**src/rtl/diff2_decoder_pkg.sv**
```systemverilog
// Shared definitions for both ends of the lag-difference coded link.
// Covers the decoder FSM state encoding and the default lag and counter width.
package diff2_decoder_pkg;

  localparam int unsigned DEFAULT_LAG   = 2;
  localparam int unsigned DEFAULT_CNT_W = 8;

  typedef enum logic [1:0] {
    IDLE   = 2'd0,
    WARMUP = 2'd1,
    RUN    = 2'd2
  } state_t;

endpackage

```
**src/rtl/diff2_decoder_sat_counter.sv**
```systemverilog
// Width-parameterised up-counter.
// It counts on enable, clears synchronously and holds at all-ones.
module diff2_decoder_sat_counter #(
  parameter int unsigned W = 8
) (
  input  logic         clk,
  input  logic         clr_i,
  input  logic         en_i,
  output logic [W-1:0] count_o
);

  logic [W-1:0] count_q;

  always_ff @(posedge clk) begin
    if (clr_i) begin
      count_q <= '0;
    end else if (en_i && (count_q != '1)) begin
      count_q <= count_q + W'(1);
    end
  end

  assign count_o = count_q;

endmodule

```
**src/rtl/diff2_decoder.sv**
```systemverilog
// Rebuilds the original bit stream from lag-LAG difference flags: x[n] = d[n] ^ x[n-LAG].
// It adds valid gating, history seeding, a warm-up FSM and a saturating ones counter.
module diff2_decoder
  import diff2_decoder_pkg::*;
#(
  parameter int unsigned LAG   = DEFAULT_LAG,
  parameter int unsigned CNT_W = DEFAULT_CNT_W
) (
  input  logic             clk,
  input  logic             reset,
  input  logic             in_valid,
  input  logic             in,
  input  logic             seed_load,
  input  logic [LAG-1:0]   seed,
  output logic             out_valid,
  output logic             out,
  output logic             primed,
  output logic [CNT_W-1:0] ones_count
);

  localparam int unsigned WARM_W = $clog2(LAG + 1);

  state_t              state_q, state_d;
  logic [LAG-1:0]      hist_q, hist_d;
  logic [WARM_W-1:0]   warm_q, warm_d, warm_inc;
  logic                out_q, out_valid_q, primed_q;
  logic                accept;
  logic                x;

  // A seed load in the same cycle wins and drops the incoming flag.
  assign accept   = in_valid & ~seed_load;
  assign x        = in ^ hist_q[LAG-1];
  assign warm_inc = warm_q + WARM_W'(1);

  always_comb begin
    state_d = state_q;
    hist_d  = hist_q;
    warm_d  = warm_q;
    if (seed_load) begin
      hist_d  = seed;
      state_d = RUN;
    end else if (in_valid) begin
      hist_d = LAG'({hist_q, x});
      unique case (state_q)
        IDLE: begin
          warm_d  = WARM_W'(1);
          state_d = (LAG == 1) ? RUN : WARMUP;
        end
        WARMUP: begin
          warm_d = warm_inc;
          if (warm_inc == WARM_W'(LAG)) state_d = RUN;
        end
        RUN:     state_d = RUN;
        default: state_d = IDLE;
      endcase
    end
  end

  always_ff @(posedge clk) begin
    if (reset) begin
      state_q     <= IDLE;
      hist_q      <= '0;
      warm_q      <= '0;
      out_q       <= 1'b0;
      out_valid_q <= 1'b0;
      primed_q    <= 1'b0;
    end else begin
      state_q     <= state_d;
      hist_q      <= hist_d;
      warm_q      <= warm_d;
      out_valid_q <= accept;
      primed_q    <= (state_d == RUN);
      if (accept) out_q <= x;
    end
  end

  diff2_decoder_sat_counter #(.W(CNT_W)) u_ones_cnt (
    .clk     (clk),
    .clr_i   (reset),
    .en_i    (accept & x),
    .count_o (ones_count)
  );

  assign out_valid = out_valid_q;
  assign out       = out_q;
  assign primed    = primed_q;

endmodule

```
**config.mk**
```make
export PLATFORM = sky130hd
export DESIGN_NAME = diff2_decoder
export DESIGN_NICKNAME = d
export VERILOG_FILES = /design/src/rtl/diff2_decoder_pkg.sv /design/src/rtl/diff2_decoder_sat_counter.sv /design/src/rtl/diff2_decoder.sv
export SDC_FILE = /design/constraint.sdc
export NUM_CORES = 1
export LEC_CHECK = 0
export ABC_AREA = 1
export CAP_MARGIN = 20
export CORE_UTILIZATION = 44
export CTS_CLUSTER_DIAMETER = 40
export DETAILED_ROUTE_END_ITERATION = 8
export PLACE_DENSITY_LB_ADDON = 0.05
export SETUP_SLACK_MARGIN = 0.3
export SLEW_MARGIN = 20
export SYNTH_ARGS = -nofsm -noshare
export SYNTH_HDL_FRONTEND = slang
export SYNTH_SLANG_ARGS = --single-unit
```
**constraint.sdc**
```tcl
create_clock -name clk -period 1.4 [get_ports clk]
set_clock_uncertainty 0.2 [all_clocks]
set_input_delay 0.28 -clock clk [delete_from_list [all_inputs] [get_ports clk]]
set_output_delay 0.28 -clock clk [all_outputs]
set_load 0.02 [all_outputs]
```
== Word level (Yosys, flattened, before mapping) ==
Cells that the tools add are included.
Operators by class
  add/sub/neg operators: 2
  equality and inequality tests: 5
  mux-type cells: 7
  bitwise operators: 4
  reductions and logical operators: 5
Operators by type and width (number)
  $mux 2: 5
  $add 8x1->8 const B: 1
  $ne 8x8->1 const B: 1
  $eq 2x2->1 const B: 3
  $pmux 2 s3: 1
  $pmux 2 s2: 1
  $reduce_bool 2->1: 2
  $reduce_and 3->1: 1
  $add 2x1->2 const B: 1
  $and 1x1->1: 2
  $eq 2x1->1 const B: 1
  $logic_not 2->1: 1
  $logic_and 1x1->1: 1
  $not 1->1: 1
  $xor 1x1->1: 1
Storage, ports and cells
  flip-flop bits (word level): 17
  input port bits: 7
  output and inout port bits: 11
  word-level logic and storage cells: 30

== Depth between registers and ports, before layout ==
Gate-level depths: netlist of run 1.
  depth in word-level cells: 7
  depth in mapped cells: 8
  gate-level depth less buffers: 8

== Hierarchy ==
A second synthesis of run 1 with hierarchy kept.
Unflattened totals
  cell total of the unflattened synthesis: 136
  area total of the unflattened synthesis: 890.9 sq um
By module, submodules not included
  diff2_decoder_sat_counter: times used 1, cells each 77, area each 484.2 sq um, sequential area each 160.2 sq um
  diff2_decoder: times used 1, cells each 59, area each 406.6 sq um, sequential area each 180.2 sq um

== Worst setup path before layout of run 1 ==
Ideal clock, no wire load.
  kind: register to register
  start point: register u_ones_cnt.count_q[1], in the netlist u_ones_cnt.count_o[1]
  end point: register u_ones_cnt.count_q[7], in the netlist u_ones_cnt.count_o[7]
  library setup time: 0.067 ns
  data arrival time: 1.282 ns
  required time: 1.133 ns
  path slack: -0.149 ns
  cell stages (with the launch flop): 8
  buffers on the path: 0
  period minus slack after synthesis: 1.549 ns
  cells stage by stage: dfxtp_1 ha_1 nand3_2 inv_1 nand2_2 nand2_2 nand2_1 a21oi_2
On the way
  cells in the longest elaborated chain, start to end: 2
  elaborated cells on any way between the ends: 3
  those cells by class: add/sub: 1; eq/ne: 1; reduce/logical: 1
RTL lines
  from (decl): RTL line diff2_decoder_sat_counter.sv:12  | logic [W-1:0] count_q;
  from (signal assigned): RTL line diff2_decoder_sat_counter.sv:18  | count_q <= count_q + W'(1);
  branches (longest 2 deep; another with $add 8x1->8)
Several ways; the timed one is not identified.
A chain may end at the register's enable or synchronous reset.

== Worst setup path in the final report of run 1 ==
  start point: register u_ones_cnt.count_q[5], in the netlist u_ones_cnt.count_o[5]
  end point: register u_ones_cnt.count_q[0], in the netlist u_ones_cnt.count_o[0]
On the way
  cells in the longest elaborated chain, start to end: 2
RTL lines
  $ne 8x8->1: RTL line diff2_decoder_sat_counter.sv:17  | end else if (en_i && (count_q != '1)) begin
  $logic_and 1x1->1: RTL line diff2_decoder_sat_counter.sv:17
No other way between the ends.

==> qor.txt, run 1 <==
status -> finished, final reports clean
Synth Area in Adders -> 2.903%
grt total ovfl -> 0
hold slack -> 0.1713 ns
max-slew violations -> 0
average wire per standard cell -> 11.10 um
RSZ-0062 raised after global routing -> true
placed insts -> 185
die height -> 46.27 um
compound-cell area share of the yosys netlist -> 9.724%
Max Fclk -> 754.4 MHz
data arrival time of the worst path -> 1.31 ns
post-synthesis mux area share -> 0%
largest net degree at the start of global routing -> 11
initial antenna violation count -> 0
number of buffers created by CTS -> 3
gr usage total -> 21.20%
PortBufs -> 17
PD cells -> 662.3 nW/um^2
CP Class -> reg2reg
chip width -> 46.27 um
final hold viol count -> 0
first-pass GRT wire length -> 3256 um
HP Class -> in2reg
Seq/Total Area, Yosys -> 39.48%
Leak -> 0.6783 nW
fin crit period -> 1.325 ns
Antenna Cells -> 0
worst setup margin -> 0.07451 ns
Reg clk slew, reported paths -> 0.10 ns
Syn Area/Cell -> 6.842 sq um
multi-input logic area -> 604.3 sq um
required time of the worst setup path -> 1.39 ns
num rows -> 15
syn_nets -> 135
core region area -> 1783 sq um
Final ANT Viol Nets -> 0
Synth Instances -> 126
Setup crit start kind -> register
worst-path fanout max -> 5
CTS root buf -> clkbuf_4
largest family of logic cells by synthesized area -> simple AND/OR/NAND/NOR gates
Ys Warns -> 0
setup slack after placement -> -0.4049 ns
GP Congestion -> 0.8430
Yosys cell types -> 21
final WL -> 2153 um
Area Overhead vs Synth -> 70.39%
Filler cells -> 115
maximum VDD drop -> 532.4 uV
initial drt markers -> 9
crit share post-route -> 94.68%
Synth Register Bits -> 17
drt via density -> 4.711
Post-Synth XOR/XNOR Area -> 3.048%
synthesized-area fraction occupied by and/or/nand/nor cells -> 36.14%
# DRC -> 0
Post-DP HPWL -> 1498 um
latest clock arrival within the worst-skew pair -> 0.29 ns
Sum Neg Setup Slack -> 0 ns
clk buf depth -> 2
Max-slew headroom -> 81.76%
nets -> 179
drt pass-1 iters -> 4
io pins -> 18
synthesized area -> 862.1 sq um
H-tree lvl count -> 1
Worst Max-Slew Pin Slew -> 0.2727 ns
register area -> 362.8 sq um
fin cells -> 194
vias in the first global route -> 811
CTS tree -> yes
Total Die Area -> 2140 sq um
Setup crit end kind -> register
Max Cap Viol -> 0
via count -> 914
Setup Viol. Count Final -> 0
Sinks on Clock Net -> 17
layout cells sized above 1 -> 55.03%
Initial Utilization -> 48.35%
-- kinds of logic (layout without fill, tap and decap cells) --
| group | after synthesis | in the layout |
|---|---|---|
| compound gates | 15 | 15 |
| flops | 17 | 17 |
| simple gates | 69 | 69 |
| buf+inv | 20 | 63 |
| fa+ha+maj | 2 | 2 |
| xor+xnor | 3 | 3 |
-- path summary, 6_finish.rpt --
kind,slack (ns),cells past startpoint,to,from
min reg2reg,0.31,2,out$_SDFFE_PP0P_,out$_SDFFE_PP0P_
max,0.07,8,u_ones_cnt.count_o[0]$_SDFFE_PP0P_,u_ones_cnt.count_o[5]$_SDFFE_PP0P_
max reg2reg,0.07,8,u_ones_cnt.count_o[0]$_SDFFE_PP0P_,u_ones_cnt.count_o[5]$_SDFFE_PP0P_
min,0.17,2,state_q[0]$_SDFF_PP0_,reset
-- placed cells by master (no fill, tap or decap), types with 4 or more instances in the layout --
cell type / instances
nand2_1: 24
buf_6: 17
buf_4: 15
nor2_1: 14
dfxtp_2: 12
inv_1: 11
inv_2: 8
nand2_2: 8
nand3_1: 7
nor2_4: 5
a21oi_1: 5
nand2_4: 4
a21oi_2: 4
-- Yosys cell counts --
| library cell | n | area (sq um) |
|---|---|---|
| nand3_1 | 8 | 40.04 |
| nand2_1 | 33 | 123.9 |
| dfxtp_1 | 17 | 340.3 |
| xor2_1 | 2 | 17.52 |
| xnor2_1 | 1 | 8.760 |
| a21oi_1 | 8 | 40.04 |
| nand4_1 | 1 | 6.260 |
| a31oi_1 | 2 | 12.51 |
| a21oi_2 | 1 | 8.760 |
| nand2_2 | 3 | 18.77 |
| inv_2 | 1 | 3.750 |
| clkbuf_1 | 1 | 3.750 |
| o21ai_0 | 3 | 15.01 |
| nor2_4 | 2 | 22.52 |
| nand3_2 | 2 | 20.02 |
| nor2b_1 | 1 | 6.260 |
| nor2_2 | 1 | 6.260 |
| inv_1 | 18 | 67.56 |
| ha_1 | 2 | 25.02 |
| a211oi_1 | 1 | 7.510 |
| nor2_1 | 18 | 67.56 |
-- critical path, stage by stage, from the launching register on --
cell,delay [ns]
dfxtp_2,0.37
buf_6,0.12
nand2_4,0.06
inv_1,0.07
nand2_2,0.06
nor2_2,0.13
nor2_4,0.06
nor2_1,0.10
nor2_1,0.06
-- repair_timing --
item	in CTS	in global routing
hold buffers	0	0
hold endpoints to repair	0	0
resized for setup	102	11
setup endpoints to repair	28	26
cloned	0	0
pin swaps	17	8
setup buffers	4	1
-- where the power goes --
group          total, mW  switching, mW  internal, mW
logic              0.185         0.0960        0.0892
clock network      0.266          0.160         0.106
registers          0.521         0.0171         0.504
-- routing by layer --
layer  up-vias  part of all wire [%]  global-route usage [%]
li1        480                     -                       -
met1       414                    40                   23.52
met2        18                    57                   40.85
met3         2                   2.2                   2.353
met4         0                  0.56                   7.059
met5         -                     0                       0
-- area by class of cell --
type | instances | share of cell area, %
Tap cell | 25 | 2.129
Inverter | 19 | 4.855
Clock buffer | 3 | 1.533
Sequential cell | 17 | 24.70
Multi-Input combinational cell | 89 | 41.14
Clock inverter | 1 | 0.3407
Timing Repair Buffer | 40 | 25.30
-- stage by stage --
stage	utilization, %	power [mW]	instance area, sq um
after detailed placement	70.11	0.6851	1250
final	82.39	0.9729	1469
after floorplan	-	0.6082	918.4
after global routing	82.39	1.015	1469
after global placement	70.11	0.6802	1250
after CTS	79.65	0.9719	1420
-- sequential cells by signal, indices dropped and copies added, names as in the netlist --
| register | count |
|---|---|
| warm_q | 2 |
| out | 1 |
| state_q | 2 |
| primed | 1 |
| out_valid | 1 |
| u_ones_cnt.count_o | 8 |
| hist_q | 2 |
No activity file was read; power rests on OpenSTA's default activity.
==> run 2: changes to the inputs <==
- CORE_UTILIZATION: 44 -> 49
- clock period: 1.4 -> 1.5 ns (I/O delays scaled with it)
==> run 2 against run 1 <==
Register-to-register slack worse by 0.07 ns. Sequential power is 5.6% lower. Final cell count is 4.6% lower. Utilization is 15 points higher. Critical path depth is 1 lower. Cell area is 4.1% higher. Clock power is 2% lower. Sequential share of layout area is 0.48 points lower. Setup slack worse by 0.069 ns. Non-clock buffer count stayed put. Largest power group unchanged. Count of clock-buffer cells in the layout stayed put. Die area is 9.8% lower. Highest routed layer unchanged.
==> qor.txt, run 2 (synthesis results as in run 1) <==
Post-DP HPWL -> 1364 um (-9.0%)
final hold viol count -> 0 (unchanged)
GP Congestion -> 0.8319 (-1.3%)
CP max-delay cell -> dfxtp_4
Setup Viol. Count Final -> 0 (unchanged)
Total Die Area -> 1931 sq um (-9.8%)
Worst Max-Slew Pin Slew -> 0.3553 ns (+0.08267 ns)
Initial Utilization -> 54.68% (+6.3 points)
crit share post-route -> 99.61% (+4.9 points)
Reg power frac -> 51.6% (-2.0 points)
Int Power -> 655.3 uW (-6.3%)
average wire per standard cell -> 22.57 um (+100%)
first-pass GRT wire length -> 3919 um (+20%)
via count -> 1,196 (+31%)
num rows -> 14 (-1)
# DRC -> 0 (unchanged)
latest clock arrival within the worst-skew pair -> 0.31 ns (+0.02 ns)
core region area -> 1577 sq um (-12%)
layout cells sized above 1 -> 62.72% (+7.7 points)
Setup crit end kind -> register
commonest non-fill, non-tap cells in the layout -> nand2_1 (20), buf_4 (17), buf_6 (16)
chip width -> 43.95 um (-5.0%)
worst-path fanout max -> 6 (+1)
Area Overhead vs Synth -> 77.36%
HP Class -> in2reg
CTS Hold Buffers Added -> 0 (unchanged)
PD cells -> 624.2 nW/um^2 (-5.8%)
Reg clk slew, reported paths -> 0.11 ns (about the same)
grt total ovfl -> 0 (unchanged)
post-route design area -> 1529 sq um (+4.1%)
RSZ-0062 raised after global routing -> true
NetSw -> 299.1 uW (+9.4%)
PortBufs -> 17 (unchanged)
status -> finished, final reports clean
CTS root buf -> clkbuf_4
crit-path cells -> ha_4 -> nand3_4 -> inv_2 -> nand2_4 -> nand2_8 -> nand2_1 -> a21oi_2
Max-slew headroom -> 76.22% (-5.5 points)
largest net degree at the start of global routing -> 11 (unchanged)
io pins -> 18 (unchanged)
Leak -> 0.6816 nW (+0.48%)
Switching Fraction -> 31.34% (+3.2 points)
required time of the worst setup path -> 1.55 ns (+0.16 ns)
hold slack -> 0.2052 ns (+0.03386 ns)
max FFs per register -> 8 (unchanged)
drt pass-1 iters -> 5 (+1)
vias in the first global route -> 890 (+9.7%)
final WL -> 4175 um (+94%)
data arrival time of the worst path -> 1.54 ns (+0.23 ns)
max-slew violations -> 0 (unchanged)
Worst path max stage delay -> 0.41 ns (+0.04 ns)
Setup crit start kind -> register
Final ANT Viol Nets -> 0 (unchanged)
Comb power frac -> 21.0% (+2.0 points)
initial antenna violation count -> 0 (unchanged)
Antenna Cells -> 0 (unchanged)
initial drt markers -> 86 (+77)
CP Class -> reg2reg
clk buf depth -> 2 (unchanged)
maximum VDD drop -> 563.1 uV (+5.8%)
commonest non-fill, non-tap cell in the layout -> nand2_1
Max Cap Viol -> 0 (unchanged)
drt via density -> 6.465 (+37%)
Power, Total -> 954.3 uW (-1.9%)
Clock power frac -> 27.5% (about the same)
Sinks on Clock Net -> 17 (unchanged)
CTS tree -> yes
Max Fclk -> 669.3 MHz (-11%)
nets -> 179 (unchanged)
gr usage total -> 27.99% (+6.8 points)
fin crit period -> 1.494 ns (+0.1687 ns)
DP Area -> 1189 sq um (-4.9%)
die height -> 43.95 um (-5.0%)
H-tree lvl count -> 1 (unchanged)
number of buffers created by CTS -> 3 (unchanged)
[run 2: cell types whose count changed in the layout (fill, tap and decap cells not counted), sizes merged]
cell | before | now
dlygate4sd2 | 3 | 1
clkbuf | 3 | 4
dlymetal6s2s | 0 | 1
[run 2: path summary, 6_finish.rpt]
kind,endpoint,slack [ns],startpoint,cells after the start
max reg2reg,u_ones_cnt.count_o[3]$_SDFFE_PP0P_,0.006,u_ones_cnt.count_o[0]$_SDFFE_PP0P_,7
min,warm_q[1]$_SDFFE_PP0P_,0.21,reset,3
max,u_ones_cnt.count_o[3]$_SDFFE_PP0P_,0.006,u_ones_cnt.count_o[0]$_SDFFE_PP0P_,7
min reg2reg,warm_q[0]$_SDFFE_PP0P_,0.30,warm_q[0]$_SDFFE_PP0P_,1
[run 2: cell type report]
type | count | area [sq um]
multi-input cells | 89 | 653.1
repair buffers | 40 | 384.1
flip-flops and latches | 17 | 370.4
inverters | 19 | 73.82
fillers | 28 | 47.55
clock buffers | 3 | 22.52
well taps | 16 | 20.02
clock inverters | 1 | 5.005
[run 2: per-layer routing]
metal | vias up | share of wire, % | track usage [%] | routed length, um
li1 | 483 | - | - | -
met1 | 560 | 34 | 34.72 | 1409
met2 | 107 | 49 | 42.69 | 2040
met3 | 46 | 9.0 | 8.750 | 376
met4 | 0 | 8.4 | 16.36 | 349
met5 | - | 0 | 0 | 0
[run 2: worst max-delay path, delay by kind of cell, from the launching register on]
| kind | cells | cell delay [ns] |
|---|---|---|
| AOI/OAI and AO/OA | 1 | 0.17 |
| and+or+nand+nor | 4 | 0.40 |
| buffers and inverters | 1 | 0.09 |
| DFF | 1 | 0.41 |
| adders and majority gates | 1 | 0.17 |
[run 2: power by group through the flow]
stage / sequential, mW / combinational, mW / clock (mW)
4_1_cts: 0.483 / 0.147 / 0.260
3_3_place_gp: 0.493 / 0.133 / 0
3_5_place_dp: 0.493 / 0.134 / 0
5_1_grt: 0.493 / 0.211 / 0.273
6_report: 0.492 / 0.200 / 0.262
2_1_floorplan: 0.501 / 0.0598 / 0
[run 2: metrics by stage]
stage          instances  util (%)  setup slack (ns)   TNS, ns
2_1_floorplan        126         -            0.2096         0
3_5_place_dp         172     75.40           -0.3058    -3.514
3_3_place_gp         172     75.40           -0.2646    -3.000
6_report             185     96.98          0.005831         0
5_1_grt              185     96.98          -0.01766  -0.01766
4_1_cts              181     86.75            0.1690         0
[run 2: what timing repair did]
action / CTS / global route
pin swaps: 16 / 21
resized for setup: 97 / 44
gates cloned: 0 / 0
endpoints found under the hold margin: 0 / 0
buffers inserted: 5 / 4
endpoints found under the setup margin: 27 / 26
==> run 3: changes to the inputs <==
- CORE_UTILIZATION: 49 -> 45
==> run 3 against run 2 <==
Worst hold slack improved by 0.071 ns. Non-clock buffer count is 10 lower. Register-to-register slack gained 0.099 ns. Via count decreased by 24%. Final cell count is 0.54% lower. Utilization decreased by 19 points. Clock power down 5%. Wire length down 46%. Die area increased by 8.5%. Power down 7.0%. Flip-flop and latch count did not move. Cell area shrank 10%. Critical endpoint is now u_ones_cnt.count_o[6]$_SDFFE_PP0P_.
==> qor.txt, run 3 (synthesis results as in run 1) <==
worst-path fanout max -> 5 (-1)
status -> finished, final reports clean
Max-slew headroom -> 78.28% (+2.1 points)
Area Overhead vs Synth -> 59.07%
CTS Hold Buffers Added -> 0 (unchanged)
Antenna Cells -> 0 (unchanged)
Comb power frac -> 17.3% (-3.7 points)
post-route design area -> 1371 sq um (-10%)
Reg power frac -> 54.7% (+3.1 points)
chip width -> 45.77 um (+4.2%)
hold_sp -> warm_q[0]$_SDFFE_PP0P_
Reg clk slew, reported paths -> 0.10 ns (about the same)
gr usage total -> 23.27% (-4.7 points)
r2r endpoint -> u_ones_cnt.count_o[6]$_SDFFE_PP0P_
max-slew violations -> 0 (unchanged)
layout cells sized above 1 -> 50.31% (-12 points)
PD cells -> 647.0 nW/um^2 (+3.7%)
routed wl met2 -> 1211 um (-41%)
number of buffers created by CTS -> 3 (unchanged)
initial antenna violation count -> 0 (unchanged)
data arrival time of the worst path -> 1.39 ns (-0.15 ns)
first-pass GRT wire length -> 3463 um (-12%)
Worst Max-Slew Pin Slew -> 0.3246 ns (-0.03078 ns)
core region area -> 1764 sq um (+12%)
max FFs per register -> 8 (unchanged)
final WL -> 2246 um (-46%)
Total Die Area -> 2095 sq um (+8.5%)
Setup Viol. Count Final -> 0 (unchanged)
Final ANT Viol Nets -> 0 (unchanged)
die height -> 45.77 um (+4.2%)
Post-DP HPWL -> 1526 um (+12%)
Switching Fraction -> 27.49% (-3.8 points)
initial drt markers -> 21 (-76%)
Reg2Reg Depth -> 6 (-1)
top layer in use -> met4
R2R Setup Slk -> 0.11 ns (+0.10 ns)
fin crit period -> 1.395 ns (-0.09942 ns)
worst r2r src -> u_ones_cnt.count_o[3]$_SDFFE_PP0P_
crit share post-route -> 92.98% (-6.6 points)
drt pass-1 iters -> 4 (-1)
HP Class -> reg2reg
Max Fclk -> 717.0 MHz (+7.1%)
Power, Total -> 887.3 uW (-7.0%)
NetSw -> 243.9 uW (-18%)
Setup crit start kind -> register
worst setup margin -> 0.1053 ns (+0.09942 ns)
Setup crit end kind -> register
drt via density -> 4.967 (-23%)
commonest non-fill, non-tap cell in the layout -> nand2_1
CTS tree -> yes
grt total ovfl -> 0 (unchanged)
commonest non-fill, non-tap cells in the layout -> nand2_1 (24), inv_1 (15), buf_6 (12), buf_4 (12)
Max Cap Viol -> 0 (unchanged)
GP Congestion -> 0.8899 (+7.0%)
fin cells -> 184 (-0.54%)
via count -> 914 (-24%)
metal1 wirelength -> 911 um (-35%)
io pins -> 18 (unchanged)
maximum VDD drop -> 742.4 uV (+32%)
Leak -> 0.6172 nW (-9.5%)
RSZ-0062 raised after global routing -> true
latest clock arrival within the worst-skew pair -> 0.29 ns (-0.02 ns)
H-tree lvl count -> 1 (unchanged)
final hold viol count -> 0 (unchanged)
WHS Path Cells -> 1 (-2)
required time of the worst setup path -> 1.49 ns (-0.06 ns)
Sinks on Clock Net -> 17 (unchanged)
hold slack -> 0.2765 ns (+0.07132 ns)
vias in the first global route -> 828 (-7.0%)
largest net degree at the start of global routing -> 10 (-1)
num rows -> 15 (+1)
PortBufs -> 17 (unchanged)
CTS root buf -> clkbuf_4
Hold EP -> warm_q[0]$_SDFFE_PP0P_
Clock power frac -> 28.0% (+0.5 points)
met3 wire len -> 94 um (-75%)
# DRC -> 0 (unchanged)
nets -> 169 (-5.6%)
Initial Utilization -> 48.87% (-5.8 points)
Int Power -> 643.4 uW (-1.8%)
placed insts -> 177 (+2.9%)
DP Area -> 1170 sq um (-1.6%)
CP Class -> reg2reg
average wire per standard cell -> 12.21 um (-46%)
setup slack after placement -> -0.2905 ns (+0.01528 ns)
clk buf depth -> 2 (unchanged)
run 3: changes by cell type in the layout (fill, tap and decap cells not counted), moves of 2 or more:
cell / change
nand3_2: -2
nand2_1: +4
a21oi_1: +2
inv_1: +3
nand2_8: -2
buf_6: -4
nand3_1: +2
buf_4: -5
inv_2: -2
nand2_2: -3
a21oi_2: -2
run 3: how the worst max path moves through the flow:
stage	cells past startpoint	end	slack, ns	startpoint
global placement	7	primed$_SDFF_PP0_	-0.27	in_valid
detailed placement	8	u_ones_cnt.count_o[1]$_SDFFE_PP0P_	-0.29	in
CTS	7	u_ones_cnt.count_o[3]$_SDFFE_PP0P_	0.15	u_ones_cnt.count_o[0]$_SDFFE_PP0P_
global route	6	u_ones_cnt.count_o[6]$_SDFFE_PP0P_	0.04	u_ones_cnt.count_o[3]$_SDFFE_PP0P_
floorplan	6	u_ones_cnt.count_o[7]$_SDFFE_PP0P_	0.21	u_ones_cnt.count_o[1]$_SDFFE_PP0P_
finish	6	u_ones_cnt.count_o[6]$_SDFFE_PP0P_	0.11	u_ones_cnt.count_o[3]$_SDFFE_PP0P_
run 3: timing repair:
action,4_1_cts,5_1_grt
pin swaps,15,14
setup buffers,3,0
endpoints found under the setup margin,28,26
resized for setup,88,27
endpoints found under the hold margin,0,0
run 3: worst max-delay path, cell delays in order, from the launching register on:
cell	delay, ns
dfxtp_2	0.36
buf_4	0.16
nand3_1	0.12
nor2_2	0.14
nand3_2	0.09
nor2_1	0.17
nor2_1	0.06
run 3: cell type report:
type	count	area, sq um
well taps	25	31.28
clock buffers	4	26.28
multi-input cells	89	590.6
inverters	19	71.32
repair buffers	30	282.8
flip-flops and latches	17	369.1
fillers	143	392.9
run 3: metal layers:
metal,GRT usage [%],vias up
li1,-,462
met4,8.235,0
met5,0,-
met3,6.349,4
met2,43.14,27
met1,24.94,421
run 3: power by group through the flow:
stage | combinational, mW | clock [mW] | sequential, mW
6_report | 0.153 | 0.249 | 0.486
5_1_grt | 0.167 | 0.287 | 0.488
4_1_cts | 0.140 | 0.261 | 0.484
3_5_place_dp | 0.131 | 0 | 0.494
3_3_place_gp | 0.128 | 0 | 0.493
2_1_floorplan | 0.0598 | 0 | 0.501
run 3: per-stage QoR:
stage | utilization [%] | setup TNS (ns)
floorplan | - | 0
global placement | 66.31 | -3.198
detailed placement | 66.31 | -3.677
CTS | 72.70 | 0
global route | 77.73 | 0
finish | 77.73 | 0
==> edit: new RTL, config.mk and constraints of run 2 <==
Set the package constant `DEFAULT_CNT_W` to 7 (it was 8).
--- a/src/rtl/diff2_decoder_pkg.sv
+++ b/src/rtl/diff2_decoder_pkg.sv
@@ -4,5 +4,5 @@
 
   localparam int unsigned DEFAULT_LAG   = 2;
-  localparam int unsigned DEFAULT_CNT_W = 8;
+  localparam int unsigned DEFAULT_CNT_W = 7;
 
   typedef enum logic [1:0] {
Interface: changed (resized ones_count); port bits go from 18 to 17. The function was not compared with the original's and may differ.
==> edit against run 2 <==
Final area decreased by 23%; wire length decreased by 58%; synthesized area decreased by 9.9%; via count decreased by 34%; power decreased by 14%; sequential power decreased by 6.9%; sequential cell count decreased by 1; worst setup slack improved by 100 ps; critical endpoint unchanged.
==> edit: results (changes against run 2) <==
Seq/Total Area, Yosys: 41.22% (+1.7 points)
R2R Path End: u_ones_cnt.count_o[3]$_SDFFE_PP0P_
status: complete, no violations
commonest cells in the netlist: 32 x nand2_1, 16 x dfxtp_1, 13 x inv_1, 13 x nor2_1, 6 x a21oi_1
Total GRT Usage: 21.42% (-6.6 points)
syn nets: 120 (-11%)
Antenna diodes: 0 (unchanged)
via/cell ratio: 4.931 (-24%)
Max VDD drop: 0.0004600 V (-18%)
worst r2r path cells: 8 (+1)
Worst Path Arrival: 1410 ps (-130 ps)
CP Launch Type: register
FFs w/ async S/R, synth: 0% (unchanged)
largest net degree at the start of global routing: 10 (-1)
CTS H-Tree Depth: 1 (unchanged)
starting DRC count in detailed routing: 11 (-87%)
critical-path maximum fanout: 5 (-1)
initial antenna violation count: 0 (unchanged)
Clock Latency Late Sink: 270 ps (-40 ps)
post-synth cell types: 23 (+9.5%)
filler cell count in the final layout: 110 (+290%)
TritonCTS Buffers: 3 (unchanged)
Worst Max-Slew Pin Slew: 207.7 ps (-147.6 ps)
fin crit share: 92.96% (-6.6 points)
dpl ws: -258.0 ps (+47.75 ps)
Hold Path Origin: warm_q[0]$_SDFFE_PP0P_
hold path depth: 1 (-2)
Root Driver: clkbuf_4
YS warnings: 0 (unchanged)
reg2reg start: u_ones_cnt.count_o[0]$_SDFFE_PP0P_
drt wl/cell: 11.00 um (-51%)
Largest register FFs: 7 (-1)
layout cells sized above 1: 40.97% (-22 points)
hold path endpoint: warm_q[0]$_SDFFE_PP0P_
R2R Setup Slk: 110 ps (+100 ps)
nets: 154 (-14%)
global-route wire length before repair: 2.898 mm (-26%)
number of global-route vias before repair: 709 (-20%)
Reg clk slew, reported paths: 90 ps (-20 ps)
Max clock buf depth: 2 (unchanged)
post-DP HPWL: 1.286 mm (-5.7%)
DR pass1 iterations: 4 (-1)
Worst Hold Class: reg2reg
Leak: 0.5420 nW (-20%)
setup tns final: 0 ps (unchanged)
GPL Wtd Cong: 0.7581 (-8.9%)
synth top area cells: dfxtp_1 41%, nand2_1 15%, inv_1 6.3%, nor2_1 6.3%, a21oi_1 3.9%
dpl cell area: 0.001042 mm2 (-12%)
CP Capture Type: register
I/O Buffers: 16 (-1)
-- edit: cell count changes in the layout (fill, tap and decap cells not counted), moves of 3 or more --
cell / before / now
nor2_4: 6 / 3
inv_2: 6 / 2
buf_4: 17 / 13
nand2_2: 11 / 3
dfxtp_1: 1 / 4
nand2_1: 20 / 31
buf_6: 16 / 11
nand3_2: 5 / 1
-- edit: critical path: stages (launching register included) --
cell and delay [ps]:
dfxtp_4 360, buf_6 90, ha_4 150, nand2_4 60, nor2_4 90, nand2_1 70
nand2_2 90, nand2_1 80, a21oi_2 130
-- edit: final cells by class --
| type | instances | area (um2) | share of cell area, % |
|---|---|---|---|
| Sequential cell | 16 | 340.3 | 29.03 |
| Clock buffer | 4 | 26.28 | 2.241 |
| Multi-Input combinational cell | 79 | 446.7 | 38.10 |
| Tap cell | 16 | 20.02 | 1.708 |
| Timing Repair Buffer | 30 | 277.8 | 23.69 |
| Inverter | 15 | 61.31 | 5.229 |
-- edit: report_power, final --
group | internal [mW] | leakage, nW | total, mW | switching, mW
clock network | 0.103 | 0.0150 | 0.228 | 0.125
logic | 0.0657 | 0.390 | 0.135 | 0.0692
registers | 0.443 | 0.137 | 0.458 | 0.0151
total | 0.612 | 0.542 | 0.821 | 0.209
-- edit: repair_timing --
action                                  CTS  global route
gates resized for setup                  71            13
endpoints found under the hold margin     0             0
setup buffers                             2             3
endpoints found under the setup margin   25            24
cloned                                    0             0
pin swaps                                13             8
-- edit: metal layers --
metal | GRT usage, % | share of wire (%) | vias to the layer above
met2 | 38.75 | 55 | 15
met5 | 0 | 0 | -
met3 | 2.609 | 3.6 | 4
met4 | 9.677 | 1.4 | 0
li1 | - | - | 423
met1 | 24.80 | 40 | 347
-- edit: logic make-up (layout without fill, tap and decap cells) --
group | count (synthesis) | after routing | synth area share [%]
and+or+nand+nor | 59 | 59 | 32.69
AOI/OAI and AO/OA | 17 | 17 | 13.21
DFF | 16 | 16 | 41.22
buffers and inverters | 16 | 49 | 8.534
adders and majority gates | 2 | 2 | 3.220
xor gates and xnor gates | 1 | 1 | 1.127
-- edit: through the flow --
step | instances | hold WS [ps] | util [%]
detailed placement | 151 | 265.3 | 70.00
floorplan | 111 | 237.7 | -
global placement | 151 | 255.4 | 70.00
finish | 160 | 281.2 | 78.74
global route | 160 | 308.9 | 78.74
CTS | 157 | 283.7 | 74.79
